--- src/rtl/serial_adder.sv ---
// Bit-serial adder/subtractor: one bit per cycle, LSB first.
// Results load in one shot on the final bit; partial sums stay internal.
module serial_adder #(
    parameter int WIDTH = 8
) (
    input  logic             clk,
    input  logic             rst,
    input  logic             start,
    input  logic [WIDTH-1:0] a,
    input  logic [WIDTH-1:0] b,
    input  logic             cin,
    input  logic             sub,
    output logic             busy,
    output logic             done,
    output logic [WIDTH-1:0] sum,
    output logic             cout,
    output logic             ovf
);

    localparam int CW = (WIDTH > 2) ? $clog2(WIDTH) : 1;
    localparam logic [CW-1:0] LAST = CW'(WIDTH - 1);

    typedef enum logic [1:0] {
        IDLE = 2'd0,
        ADD  = 2'd1,
        DONE = 2'd2
    } state_t;

    state_t           state;
    logic [WIDTH-1:0] a_sh;
    logic [WIDTH-1:0] b_sh;
    logic [WIDTH-1:0] part;
    logic [CW-1:0]    cnt;
    logic             carry;
    logic             bit_s;
    logic             bit_c;

    // One-bit full adder on the current LSBs and the registered carry
    assign bit_s = a_sh[0] ^ b_sh[0] ^ carry;
    assign bit_c = (a_sh[0] & b_sh[0]) | (carry & (a_sh[0] ^ b_sh[0]));

    // Control FSM with datapath shift registers and registered outputs.
    // Subtraction is A + ~B + 1, so B is inverted and the carry seeded at capture.
    always_ff @(posedge clk) begin
        if (rst) begin
            state <= IDLE;
            busy  <= 1'b0;
            done  <= 1'b0;
            sum   <= '0;
            cout  <= 1'b0;
            ovf   <= 1'b0;
            cnt   <= '0;
            carry <= 1'b0;
            a_sh  <= '0;
            b_sh  <= '0;
            part  <= '0;
        end else begin
            unique case (state)
                IDLE: begin
                    if (start) begin
                        a_sh  <= a;
                        b_sh  <= sub ? ~b : b;
                        carry <= sub ? 1'b1 : cin;
                        cnt   <= '0;
                        busy  <= 1'b1;
                        state <= ADD;
                    end
                end
                ADD: begin
                    a_sh  <= a_sh >> 1;
                    b_sh  <= b_sh >> 1;
                    part  <= {bit_s, part[WIDTH-1:1]};
                    carry <= bit_c;
                    cnt   <= cnt + CW'(1);
                    if (cnt == LAST) begin
                        // carry still holds the carry into the MSB here
                        sum   <= {bit_s, part[WIDTH-1:1]};
                        cout  <= bit_c;
                        ovf   <= carry ^ bit_c;
                        done  <= 1'b1;
                        state <= DONE;
                    end
                end
                DONE: begin
                    done  <= 1'b0;
                    busy  <= 1'b0;
                    state <= IDLE;
                end
                default: begin
                    state <= IDLE;
                end
            endcase
        end
    end

endmodule
--- config.mk ---
export PLATFORM = sky130hd
export DESIGN_NAME = serial_adder
export DESIGN_NICKNAME = d
export VERILOG_FILES = /design/src/rtl/serial_adder.sv
export SDC_FILE = /design/constraint.sdc
export NUM_CORES = 1
export LEC_CHECK = 0
export ABC_AREA = 1
export BUFFER_PORTS_ARGS = -buffer_cell sky130_fd_sc_hd__buf_2
export CORE_UTILIZATION = 58
export CTS_CLUSTER_DIAMETER = 30
export DETAILED_ROUTE_END_ITERATION = 16
export GPL_ROUTABILITY_DRIVEN = 0
export MAX_ROUTING_LAYER = met4
export PLACE_DENSITY_LB_ADDON = 0.1
export SETUP_SLACK_MARGIN = 0.1
export SYNTH_ARGS = -nofsm -noshare
export SYNTH_HDL_FRONTEND = slang
export SYNTH_SLANG_ARGS = --single-unit
--- constraint.sdc ---
create_clock -name clk -period 1.7 [get_ports clk]
set_input_delay 0.085 -clock clk [delete_from_list [all_inputs] [get_ports clk]]
set_output_delay 0.085 -clock clk [all_outputs]
set_load 0.05 [all_outputs]
# Word-level counts from Yosys, hierarchy flattened
# Cells that the tools add are included.
dict set report word_totals {
  output_inout_bits 12
  in_bits 21
  reg_bits 42
  elab_cells 50
}
dict set report op_classes {
  bitwise_logic 7
  eq_ne 5
  add_sub_neg 1
  n_mux 17
  n_reduce_logical 9
}
# op count
set op_table {}
lappend op_table {{8-bit case mux with 2 select lines} 2}
lappend op_table {{8-bit two-way mux} 3}
lappend op_table {{2-bit AND reduction} 5}
lappend op_table {{8-bit NOT} 1}
lappend op_table {{1-bit case mux with 2 select lines} 3}
lappend op_table {{3-bit case mux with 2 select lines} 1}
lappend op_table {{2-bit nonzero test} 3}
lappend op_table {{1-bit two-way mux} 4}
lappend op_table {{2-bit two-way mux} 2}
lappend op_table {{2-bit inequality test, second input constant} 2}
lappend op_table {{2-bit case mux with 2 select lines} 1}
lappend op_table {{3-bit by 1-bit adder with 3-bit output, second input constant} 1}
lappend op_table {{3-bit == test, second input constant} 1}
lappend op_table {{3-bit two-way mux} 1}
lappend op_table {{1-bit bitwise XOR} 3}
lappend op_table {{1-bit bitwise AND} 2}
lappend op_table {{2-bit by 1-bit == test with 1-bit output, second input constant} 1}
lappend op_table {{2-bit == test, second input constant} 1}
lappend op_table {{2-bit logical NOT} 1}
lappend op_table {{1-bit OR} 1}

# Longest topological paths before layout
dict set report depth {
  ltp_word 4
  ltp_mapped 8
  depth_no_buf 8
}

# Least setup slack after synthesis
# OpenSTA, ideal clock, no wires.
dict set report synth_timing {
  path_type {reg-to-reg}
  from {register cnt[0]}
  to {register cout}
  t_required_ns 1.586
  n_path_buf 0
  setup_time_ns 0.114
  slack_ns 0.533
  stages_incl_launch_ff 9
  t_arrival_ns 1.053
  period_less_slack_ns 1.167
  path_cell_list {dfxtp_1 ha_1 ha_1 inv_1 nor2_4 nand2_1 inv_2 nand2_1 nand2_1}
}
dict set report synth_via {
  elab_chain_len 2
}
# element line_no
set synth_lines {}
lappend synth_lines {{start, declared} 33} ;# logic [CW-1:0] cnt;
lappend synth_lines {{start signal, assigned} 74} ;# cnt <= cnt + CW'(1);
lappend synth_lines {{3-bit == test} 75} ;# if (cnt == LAST) begin
lappend synth_lines {{2-bit AND reduction (no source line)} --}
lappend synth_lines {{end signal, assigned} 78} ;# cout <= bit_c;
lappend synth_lines {{end, declared} 16} ;# output logic cout,
# No other way between the ends.
# A chain may end at the register's enable or synchronous reset.

# Final worst setup path
dict set report layout_timing {
  from {register state[0]}
  to {register a_sh[6]}
}
dict set report layout_via {
  elab_chain_len 3
  elab_cells_between_ends 6
  cone_classes {2 x eq/ne; 1 x mux; 3 x reduce/logical}
}
# element line_no
set layout_lines {}
lappend layout_lines {{start, declared} 29} ;# state_t state;
lappend layout_lines {{start signal, assigned} 46} ;# state <= IDLE;
lappend layout_lines {{start signal, assigned} 66} ;# state <= ADD;
lappend layout_lines {{start signal, assigned} 81} ;# state <= DONE;
lappend layout_lines {{2-bit by 1-bit == test with 1-bit output or 2-bit logical NOT (tied branches)} 58} ;# unique case (state)
lappend layout_lines {{2-bit nonzero test (no source line) or 2-bit inequality test (tied branches)} --}
lappend layout_lines {{2-bit AND reduction (no source line)} --}
lappend layout_lines {{end signal, assigned} 70} ;# a_sh <= a_sh >> 1;
lappend layout_lines {{end, declared} 30} ;# logic [WIDTH-1:0] a_sh;
# Parallel ways exist; a longest one is shown, timed or not.

==> flow_metrics.py <==
metrics = {
    "synth": {
        "synth.area.top_cells": "dfxtp_1 (45%), nand2_1 (18%), nor2_1 (7.5%)",
        "synth_edf_count": 0,
        "avgSynthCellArea_um2": 7.148,
        "yosys.area.top_type": "dfxtp_1",
        "synth_area_um2": 1844,
        "dominantRegCellSynth": "dfxtp_1",
        "synthCells": 258,
        "yosysWarnings": 0,
        "synthesis.nets": 282,
        "synth_top_cell_area_share_pct": 44.50,
        "yosysSeqAreaShare_pct": 44.50,
        "synth.distinct_cells": 25,
        "synthArstFlopShare_pct": 0,
        "yosys_register_bits": 41,
    },
    "clocking": {
        "cts_buffers": 5,
        "cts.clk_slew.worst_paths_ns": 0.12,
        "cts_buffer_depth": 2,
        "htreeDepth": 2,
        "cts_sinks": 41,
        "postCtsSetupRepairBufs": 0,
        "cts_resized": 0,
        "clk_latency_ns": 0.35,
        "cts_tree": "done",
        "clockRootBuffer": "clkbuf_4",
    },
    "timing": {
        "worst_slack_ns": 0.2546,
        "max_freq_mhz": 691.8,
        "grt_setup_unrepaired": "false",
        "hold_viol_final": 0,
        "setup_violations": 0,
        "fin_tns_setup_ns": 0,
        "finClkSkew_ns": 0.01156,
        "finalCritPeriodShare_pct": 85.02,
        "slew_viol_final": 0,
        "tightest_slew_ns": 0.6141,
        "relSlewSlack_pct": 59.06,
        "min_period_ns": 1.445,
    },
    "drt": {
        "drc_errors": 0,
        "routed_wl_um": 3596,
        "first_iter_violations": 49,
        "viasPerCell": 4.804,
        "ant_nets": 0,
        "dr_total_vias": 1614,
        "wl_per_cell_um": 10.70,
        "drt-pass1-iter-count": 4,
    },
    "worst_hold_path": {
        "hold_path_end": "b_sh[7]$_SDFFE_PP0P_",
        "whs_path_depth": 2,
        "min_from": "rst",
        "hold_path_class": "in2reg",
    },
    "final_layout": {
        "n_antenna_cell": 0,
        "final_cell_mix": "nand2_1 (86), dfxtp_1 (41), nor2_1 (37)",
        "final_util_pct": 68.72,
        "syn2layout_area_growth_pct": 12.82,
        "fin_nets": 315,
        "layout_commonest_cell": "nand2_1",
        "drive_gt1_share_pct": 19.18,
    },
    "critical_path": {
        "worst_ep_required_time_ns": 1.94,
        "reg2reg_depth": 4,
        "endpoint_kind": "flop",
        "r2r_slack_ns": 0.25,
        "start_kind": "flop",
        "setup.worst_path.class": "reg2reg",
        "worstPathMaxFanout": 13,
        "arrival_ns": 1.68,
        "timing.rr.start": "state[0]$_SDFFE_PP0P_",
        "worstReg2RegEnd": "a_sh[6]$_SDFFE_PP0P_",
    },
    "power_and_ir_drop": {
        "powerDensity_nw_per_um2": 895.3,
        "power_leakage_uw": 0.001087,
        "ir_worst_vdd_v": 0.0005858,
    },
    "global_route": {
        "grt_pass1_wl_um": 6389,
        "met3_usage_pct": 6.593,
        "grt_start_max_net_pins": 27,
        "antenna_found_initial": 0,
        "gr-total-overflow": 0,
        "grt_pass1_vias": 1481,
        "gr-max-usage-layer": "met2",
        "met1_usage_pct": 31.06,
        "met2_usage_pct": 41.38,
        "grt_use_total_pct": 25.48,
    },
    "die": {
        "die_h_um": 58.39,
        "coreArea_um2": 3028,
        "initial_utilization_pct": 60.91,
        "std_cell_rows": 20,
        "die_w_um": 58.39,
        "die-area_um2": 3409,
        "ios": 33,
    },
    "placement": {
        "dp_slack_ns": 0.3356,
        "hpwl_um": 2320,
        "portBuffers": 32,
    },
    "flow_run": {
        "maxCapViolCount": 0,
    },
    "run_status": {
        "status": "completed",
    },
}
## power by group
group	internal, uW	switching (uW)	leakage, uW
registers	1010	34.1	0.000336
clock network	240	312	0.0000413
logic	98.3	165	0.000710
total	1350	510	0.00109
## registers in the layout, indices dropped and copies added (netlist names), 2 cells and up
register	flops
a_sh	8
b_sh	8
sum	8
part	7
cnt	3
state	2
## worst max-delay path: stages, from the launching register on
cell and delay (ns):
dfxtp_1 0.39, o21ai_2 0.53, inv_4 0.14, o21ai_1 0.22, nor2_1 0.06
## layout make-up
| class | instances | area [um2] |
|---|---|---|
| clock buffer | 7 | 65.06 |
| tap | 44 | 55.05 |
| fill | 282 | 947.2 |
| clock inverter | 1 | 5.005 |
| inverter | 25 | 96.34 |
| timing repair buffer | 36 | 195.2 |
| multi-input combinational | 182 | 843.3 |
| sequential | 41 | 820.8 |
## cell usage after synthesis (3+ instances only)
cell,n
inv_2,5
o21ai_0,11
inv_1,19
clkbuf_1,3
o21ai_1,14
buf_6,3
nand3_1,12
dfxtp_1,41
nand2_1,86
a21oi_1,9
nor2_1,37
## worst max-delay path by stage
stage	start	endpoint	slack (ns)
6_report	state[0]$_SDFFE_PP0P_	a_sh[6]$_SDFFE_PP0P_	0.25
5_1_grt	state[0]$_SDFFE_PP0P_	a_sh[2]$_SDFFE_PP0P_	0.15
4_1_cts	state[0]$_SDFFE_PP0P_	a_sh[6]$_SDFFE_PP0P_	0.28
3_5_place_dp	state[0]$_SDFFE_PP0P_	a_sh[6]$_SDFFE_PP0P_	0.34
3_3_place_gp	cnt[0]$_SDFFE_PP0P_	ovf$_SDFFE_PP0P_	0.36
2_1_floorplan	cnt[0]$_SDFFE_PP0P_	cout$_SDFFE_PP0P_	0.53
## what timing repair did
item                                    in CTS  in global routing
hold endpoints to repair                     2                  0
hold buffers                                 2                  0
endpoints found under the setup margin       0                  0
## through the flow
step | total power (uW) | hold WS [ns] | std cells | cell area (um2)
2_1_floorplan | 1274 | 0.2280 | 258 | 1844
3_3_place_gp | 1321 | 0.3584 | 326 | 1991
3_5_place_dp | 1325 | 0.3558 | 326 | 1991
4_1_cts | 1876 | 0.01112 | 336 | 2081
5_1_grt | 1961 | 0.02699 | 336 | 2081
6_report | 1863 | 0.02732 | 336 | 2081
## per-layer routing
metal  share of wire, %  up-vias  wire length, um
met5                  0        -                0
met4               0.81        0               29
met3                3.8        2              138
met2                 48       29             1717
met1                 48      716             1710
li1                   -      867                -
## cell families after synthesis
family | synth area share, %
fa+ha+maj | 2.442
compound gates | 11.06
buf+inv | 9.769
flops | 44.50
simple gates | 31.28
xor+xnor | 0.9500
No activity file was read; power rests on OpenSTA's default activity.
